--- config.mk ---
export PLATFORM = sky130hd
export DESIGN_NAME = rr_arb4_dec_flat
export DESIGN_NICKNAME = d
export VERILOG_FILES = /design/src/rtl/rr_arb4_dec_if.sv /design/src/rtl/rr_arb4_dec.sv /design/src/flat_wrapper.sv
export SDC_FILE = /design/constraint.sdc
export NUM_CORES = 1
export LEC_CHECK = 0
export ABC_AREA = 0
export BUFFER_PORTS_ARGS = -buffer_cell sky130_fd_sc_hd__buf_2
export CAP_MARGIN = 20
export CORE_MARGIN = 2
export CORE_UTILIZATION = 55
export CTS_BUF_LIST = sky130_fd_sc_hd__clkbuf_2 sky130_fd_sc_hd__clkbuf_4 sky130_fd_sc_hd__clkbuf_8
export CTS_CLUSTER_SIZE = 12
export DETAILED_ROUTE_END_ITERATION = 10
export PLACE_DENSITY = 0.76
export SLEW_MARGIN = 20
export SYNTH_ARGS = -nofsm -noshare
export SYNTH_HDL_FRONTEND = slang
export SYNTH_SLANG_ARGS = --single-unit
--- constraint.sdc ---
create_clock -name i_clk -period 1.76 [get_ports i_clk]
set_input_delay 0.352 -clock i_clk [delete_from_list [all_inputs] [get_ports i_clk]]
set_output_delay 0.352 -clock i_clk [all_outputs]
set_load 0.01 [all_outputs]
--- src/rtl/rr_arb4_dec_if.sv ---
// Request/grant bundle for the four-way round-robin arbiter.
// The master side drives the enable and request vector; the slave side
// (the arbiter) returns the one-hot grant, winner index, valid and the
// hold-timeout pulse.
interface rr_arb4_dec_if;
  logic       i_en;
  logic [3:0] i_req;
  logic [3:0] o_gnt;
  logic [1:0] o_gnt_idx;
  logic       o_gnt_vld;
  logic       o_timeout;

  modport master (
    output i_en,
    output i_req,
    input  o_gnt,
    input  o_gnt_idx,
    input  o_gnt_vld,
    input  o_timeout
  );

  modport slave (
    input  i_en,
    input  i_req,
    output o_gnt,
    output o_gnt_idx,
    output o_gnt_vld,
    output o_timeout
  );
endinterface

--- src/rtl/rr_arb4_dec.sv ---
// Four-requester round-robin arbiter for one shared resource.
// The winner is found by scanning requests starting at a rotating priority
// pointer, then expanded to a one-hot grant with an enable-gated 2-to-4
// decode. A grant lasts until its owner drops the request, the enable
// falls, or the hold counter reaches MAX_HOLD (0 disables the timeout).
// Every release goes through IDLE, so two grants are always separated by
// at least one cycle with no grant and can never overlap.
module rr_arb4_dec #(
  parameter int MAX_HOLD = 8
) (
  input  logic         i_clk,
  input  logic         i_rst,
  rr_arb4_dec_if.slave bus
);

  // The hold counter only ever needs to reach MAX_HOLD-1; keep at least one bit.
  localparam int CW = (MAX_HOLD < 1) ? 1 : $clog2(MAX_HOLD + 1);
  localparam logic [CW-1:0] CNT_LAST = (MAX_HOLD == 0) ? '0 : CW'(MAX_HOLD - 1);

  typedef enum logic {
    IDLE  = 1'b0,
    GRANT = 1'b1
  } state_t;

  state_t        state_q;
  logic [3:0]    gnt_q;
  logic [1:0]    gntIdx_q;
  logic          timeout_q;
  logic [1:0]    ptr_q;
  logic [CW-1:0] cnt_q;

  logic [2:0]    pick;
  logic          winFound;
  logic [1:0]    winIdx;
  logic          ownerReq;
  logic          holdExpired;

  // Enable-gated 2-to-4 decode, same as the dec2 blocks.
  function automatic logic [3:0] dec2(input logic en, input logic [1:0] idx);
    logic [3:0] y;
    y = 4'b0000;
    if (en) begin
      y[idx] = 1'b1;
    end
    return y;
  endfunction

  // First set request scanning ptr, ptr+1, ... (mod 4); bit 2 flags "found".
  function automatic logic [2:0] rrPick(input logic [3:0] req, input logic [1:0] ptr);
    logic [2:0] found;
    logic [1:0] cand;
    found = 3'b000;
    cand  = 2'b00;
    for (int k = 3; k >= 0; k--) begin
      cand = ptr + 2'(k);
      if (req[cand]) begin
        found = {1'b1, cand};
      end
    end
    return found;
  endfunction

  assign pick        = rrPick(bus.i_req, ptr_q);
  assign winFound    = pick[2];
  assign winIdx      = pick[1:0];
  assign ownerReq    = bus.i_req[gntIdx_q];
  assign holdExpired = (MAX_HOLD != 0) && (cnt_q == CNT_LAST);

  // Arbitration FSM: grant from IDLE, release back to IDLE in fixed priority
  // (enable low, owner drop, then hold timeout), advancing the pointer past
  // the released owner.
  always_ff @(posedge i_clk or posedge i_rst) begin
    if (i_rst) begin
      state_q   <= IDLE;
      gnt_q     <= 4'b0000;
      gntIdx_q  <= 2'd0;
      timeout_q <= 1'b0;
      ptr_q     <= 2'd0;
      cnt_q     <= '0;
    end else begin
      timeout_q <= 1'b0;
      case (state_q)
        IDLE: begin
          if (bus.i_en && winFound) begin
            state_q  <= GRANT;
            gntIdx_q <= winIdx;
            gnt_q    <= dec2(1'b1, winIdx);
            cnt_q    <= '0;
          end
        end
        GRANT: begin
          if (!bus.i_en || !ownerReq || holdExpired) begin
            state_q   <= IDLE;
            gnt_q     <= 4'b0000;
            ptr_q     <= gntIdx_q + 2'd1;
            cnt_q     <= '0;
            timeout_q <= bus.i_en && ownerReq && holdExpired;
          end else if (MAX_HOLD != 0) begin
            cnt_q <= cnt_q + 1'b1;
          end
        end
        default: begin
          state_q <= IDLE;
          gnt_q   <= 4'b0000;
        end
      endcase
    end
  end

  assign bus.o_gnt     = gnt_q;
  assign bus.o_gnt_idx = gntIdx_q;
  assign bus.o_gnt_vld = |gnt_q;
  assign bus.o_timeout = timeout_q;

endmodule

--- src/flat_wrapper.sv ---
// flat-port wrapper written by rule: the top's interface ports become plain ports
module rr_arb4_dec_flat 
#(
  parameter int MAX_HOLD = 8
)
  (i_clk, i_rst, bus_i_en, bus_i_req, bus_o_gnt, bus_o_gnt_idx, bus_o_gnt_vld, bus_o_timeout);
  rr_arb4_dec_if bus_i ();
  input  logic i_clk;
  input  logic i_rst;
  input wire logic [$bits(bus_i.i_en)-1:0] bus_i_en;
  input wire logic [$bits(bus_i.i_req)-1:0] bus_i_req;
  output wire logic [$bits(bus_i.o_gnt)-1:0] bus_o_gnt;
  output wire logic [$bits(bus_i.o_gnt_idx)-1:0] bus_o_gnt_idx;
  output wire logic [$bits(bus_i.o_gnt_vld)-1:0] bus_o_gnt_vld;
  output wire logic [$bits(bus_i.o_timeout)-1:0] bus_o_timeout;
  assign bus_i.i_en = bus_i_en;
  assign bus_i.i_req = bus_i_req;
  assign bus_o_gnt = bus_i.o_gnt;
  assign bus_o_gnt_idx = bus_i.o_gnt_idx;
  assign bus_o_gnt_vld = bus_i.o_gnt_vld;
  assign bus_o_timeout = bus_i.o_timeout;
  rr_arb4_dec #(.MAX_HOLD(MAX_HOLD)) u_core (.i_clk(i_clk), .i_rst(i_rst), .bus(bus_i));
endmodule
# Word-level counts from Yosys, hierarchy flattened
# Cells that the tools add are included.
# totals
input_bits	7
out_inout_bits	8
reg_bits	14
elab_cells	61
# classes
add_sub_neg	5
magnitude_cmp	7
eq_ne	3
bitwise_logic	1
muxes	27
n_reduce_logical	12
# op_table
operator	n
$lt 2x3->1 const B	6
$mux 4	4
$pmux 4 s2	2
$mux 3	4
$bmux 1 s2	5
$mux 1	10
$reduce_and 2->1	3
$add 2x1->2 const B	2
$add 2x2->2 const B	2
$add 4x1->4 const B	1
$eq 4x3->1 const B	1
$logic_and 1x1->1	4
$reduce_or 4->1	1
$demux 1 s2	1
$ge 2x1->1 const B	1
$logic_not 1->1	2
$logic_or 1x1->1	2
$ne 2x1->1 const B	1
$ne 2x2->1 const B	1
$pmux 1 s2	1
$not 1->1	1

# Logic depth before layout (Yosys ltp)
# logic_depth
depth_word	13
mapped_depth	5
mapped_depth_nobuf	5

# Worst setup path before layout
# Ideal clock, no wire load.
# synth_path
path_type	register to register
from	reg u_core.gntIdx_q[0] (netlist: u_core.bus.o_gnt_idx[0])
to	reg u_core.ptr_q[1]
setup_time_ns	0.128
period_less_slack_ns	1.531
stages_incl_launch_ff	5
required_ns	1.632
t_arrival_ns	1.403
slack_ns	0.229
path_buffers	0
cell_sequence	dfrtp_1 > nand2b_1 > o22a_1 > o21ai_1 > mux2_1
# synth_between
elab_chain_cells	6
word_cells_on_any_way	7
cone_classes	add/sub: 1; mux: 2; reduce/logical: 4
# synth_lines
element	line	source
start: declaration	rr_arb4_dec.sv:27	logic [1:0] gntIdx_q;
start signal: assignment	rr_arb4_dec.sv:86	gntIdx_q <= winIdx;
$bmux 1 s2	rr_arb4_dec.sv:66	assign ownerReq = bus.i_req[gntIdx_q];
$mux 1 (not written as such)	rr_arb4_dec.sv:66	
$logic_not 1->1	rr_arb4_dec.sv:92	if (!bus.i_en || !ownerReq || holdExpired) begin
$logic_or 1x1->1 (2 in series)	rr_arb4_dec.sv:92	
$reduce_and 2->1 (no source line)	n/a	
end signal: assignment	rr_arb4_dec.sv:95	ptr_q <= gntIdx_q + 2'd1;
end: declaration	rr_arb4_dec.sv:29	logic [1:0] ptr_q;
# Parallel ways exist; a longest one is shown, timed or not. The select of a mux whose other input is x is not followed.
# A chain may end at the register's enable or synchronous reset.

# Final worst setup path
# layout_path
from	reg u_core.gnt_q[0] (netlist: u_core.bus.o_gnt[0])
to	out bus_o_gnt_vld
# layout_between
elab_chain_cells	1
# layout_lines
element	line	source
start: declaration	rr_arb4_dec.sv:26	logic [3:0] gnt_q;
start signal: assignment	rr_arb4_dec.sv:87	gnt_q <= dec2(1'b1, winIdx);
$reduce_or 4->1	rr_arb4_dec.sv:112	assign bus.o_gnt_vld = |gnt_q;
end: declaration	flat_wrapper.sv:14	output wire logic [$bits(bus_i.o_gnt_vld)-1:0] bus_o_gnt_vld;
# Every way passes these cells.

==> results.md <==
- Die width: 40.8 um
- Largest net degree at the start of global routing: 15
- Post-Layout Cell Count: 102
- Row count: 13
- Worst path top cell family by delay: simple AND/OR/NAND/NOR gates
- CTS resizes: 0
- Clk root buf: clkbuf_4
- Placed Cells: 98
- Setup Total Neg Slack: 0 ns
- Hold Crit Class: in -> async
- Syn Inst Count: 69
- Drt first pass iters: 4
- Final Skew: 0.00202 ns
- Proportion of synthesized area in mux cells: 11.4%
- Initial core utilization: 57.8%
- Crit-path cells: or4_1 -> buf_2
- Remaining DRCs: 0
- CP Launch Type: flip-flop
- Max-cap violation count: 0
- Final WL: 1.54 mm
- Die outline height: 40.8 um
- Layout cells sized above 1: 26.4%
- CTS H-Tree Depth: 1
- FF-to-FF End: u_core.cnt_q[3]
- CTS tree: built
- Part of the cycle the worst path needs: 95.7%
- Mean Syn Cell Area: 10.8 um2
- Crit-path slowest cell: or4_1
- Via count: 600
- CTS sink cnt: 14
- Cell Pwr Density: 1490 nW/um2
- Antenna violations before repair: 0
- VDD IR max: 0.714 mV
- I/O pin cnt: 15
- Placer Congestion: 0.678
- Number of nets still failing antenna checks after routing: 0
- WHS: 0.0929 ns
- GRT Overall Usage: 22.1%
- Design Power: 1.30 mW
- Final Hold Viols: 0
- First-pass GRT wire length: 2.33 mm
- Dpl hpwl: 1.12 mm
- Area fraction of the dominant cell type after synthesis: 47.1%
- Slew headroom: 64.4%
- R2R Path Start: u_core.bus.o_gnt_idx[0]
- Yosys reg bits: 14
- Largest family of logic cells by synthesized area: compound AO/OA/AOI/OAI gates
- WP data arrival: 1.33 ns
- Clk pin slew, worst setup/hold paths: 0.09 ns
- CP Max Fanout: 3
- Cell taking the most area after synthesis: dfrtp_1
- CP max stage delay: 0.51 ns
- DR vias/cell: 5.88
- Net count, final: 96
- Critical path required time: 1.41 ns
- FMAX: 594 MHz
- Post-synthesis sequential area ratio: 47.1%
- Worst reg2reg path depth: 4
- Reg2Reg Setup Slack: 0.20 ns
- Postcts setup bufs: 0
- GR Overflow Total: 0
- Starting DRT DRC Count: 10
- Area Growth Syn to Fin: 17.3%
- Pleak: 0.445 nW
- Critical Path Sink Type: primary output
- Post-layout minimum cycle time: 1.68 ns
- Vias in the first global route: 552
- Post-CTS Hold Buffers: 0
- Final Slew Violations: 0
- Die area: 1660 um2
- Ranking of synthesized cells by area: dfrtp_1 47%, mux2i_1 5.4%, mux2_1 3.0%
- Buffers and inverters on the worst path: 1
- XOR/XNOR share of the synthesized area: 1.18%
- WL per Instance: 15.1 um
- Antenna diode count: 0
- Synthesis Warnings: 0
- Core Area: 1280 um2
- TritonCTS buffer count: 3
- Synth Area in Compound Gates: 20.9%
- Adder-Cell Fraction of Synth Area: 1.68%
- # setup viols final: 0
- Syn Nets: 77
- Worst-skew pair later-pin latency: 0.28 ns
- Simple-gate portion of the synthesized area: 14.6%
- Port buffer count: 14
- Bufs on Longest Clock Path: 2
- Status: finished, final reports clean
- Synth Cell Area: 743 um2
- Worst slew pin tran: 0.534 ns
- Critical path class: reg -> out
- RSZ-0062 raised after global routing: false
- Netlist cell types: 34
-- routing by layer --
layer / track usage, % / wire length (um) / vias to the layer above
met3: 3.26 / 49 / 2
met4: 12.5 / 11 / 0
met2: 37.3 / 738 / 12
li1: - / - / 294
met1: 26.6 / 738 / 292
met5: 0 / 0 / -
-- cell usage after synthesis, drive strengths merged --
cell type	n
mux2	4
nor2b	1
dfrtp	14
or4	2
o2bb2ai	2
o21ai	2
mux2i	4
a21o	1
nand3	3
o21bai	1
a21oi	2
clkbuf	1
and3	1
or3b	1
a21boi	1
o221a	1
nand2b	1
nand4	1
xor2	1
o41ai	1
a32o	2
and2b	1
nand2	6
o221ai	1
a22o	1
nand3b	1
inv	5
ha	1
o22ai	1
a31oi	1
nor2	2
o22a	2
-- sequential cells by signal, summed over array words and instances (netlist names) --
register              count
u_core.cnt_q              4
u_core.state_q            1
u_core.bus.o_gnt_idx      2
u_core.bus.o_gnt          4
u_core.bus.o_timeout      1
u_core.ptr_q              2
-- cell type report --
| class | count | area [um2] |
|---|---|---|
| Sequential cell | 14 | 350 |
| Inverter | 5 | 18.8 |
| Multi-Input combinational cell | 49 | 370 |
| Timing Repair Buffer | 15 | 77.6 |
| Tap cell | 15 | 18.8 |
| Fill cell | 105 | 413 |
| Clock buffer | 4 | 36.3 |
-- stage by stage --
stage | area (um2) | setup WS [ns] | utilization (%)
final | 872 | 0.0752 | 67.9
after global routing | 872 | 0.00437 | 67.9
after CTS | 872 | 0.0620 | 67.9
after detailed placement | 836 | 0.157 | 65.0
after global placement | 836 | 0.181 | 65.0
after floorplan | 743 | 0.229 | -
-- power by group --
| part | switching, mW | total (mW) | internal [mW] | leakage [nW] |
|---|---|---|---|---|
| registers | 0.126 | 0.546 | 0.421 | 0.182 |
| logic | 0.263 | 0.522 | 0.260 | 0.242 |
| clock network | 0.108 | 0.234 | 0.126 | 0.0210 |
| total | 0.496 | 1.30 | 0.806 | 0.445 |
-- logic make-up (layout without fill, tap and decap cells) --
kind of cell / Yosys count / after routing
DFF: 14 / 14
adders and majority gates: 1 / 1
xor gates and xnor gates: 1 / 1
muxes: 8 / 8
and+or+nand+nor: 20 / 20
buffers and inverters: 6 / 24
AOI/OAI and AO/OA: 19 / 19
-- placed cells by master, fill, tap and decap left out, types with 3 or more instances in the layout --
| cell | Yosys | routed |
|---|---|---|
| clkbuf_4 | 0 | 3 |
| nand3_1 | 3 | 3 |
| nand2_1 | 6 | 6 |
| inv_1 | 5 | 5 |
| buf_2 | 0 | 14 |
| mux2i_1 | 4 | 4 |
| dfrtp_1 | 14 | 14 |
-- worst max-delay path by stage --
stage / end / start / cells past startpoint
2_1_floorplan: u_core.ptr_q[1] / u_core.bus.o_gnt_idx[0] / 4
3_3_place_gp: u_core.bus.o_gnt[3] / bus_i_req[3] / 5
3_5_place_dp: u_core.bus.o_gnt[3] / bus_i_req[3] / 5
4_1_cts: bus_o_gnt_vld / u_core.bus.o_gnt[0] / 2
5_1_grt: bus_o_gnt_vld / u_core.bus.o_gnt[0] / 2
6_report: bus_o_gnt_vld / u_core.bus.o_gnt[0] / 2
Power figures use the tool's default switching activity.
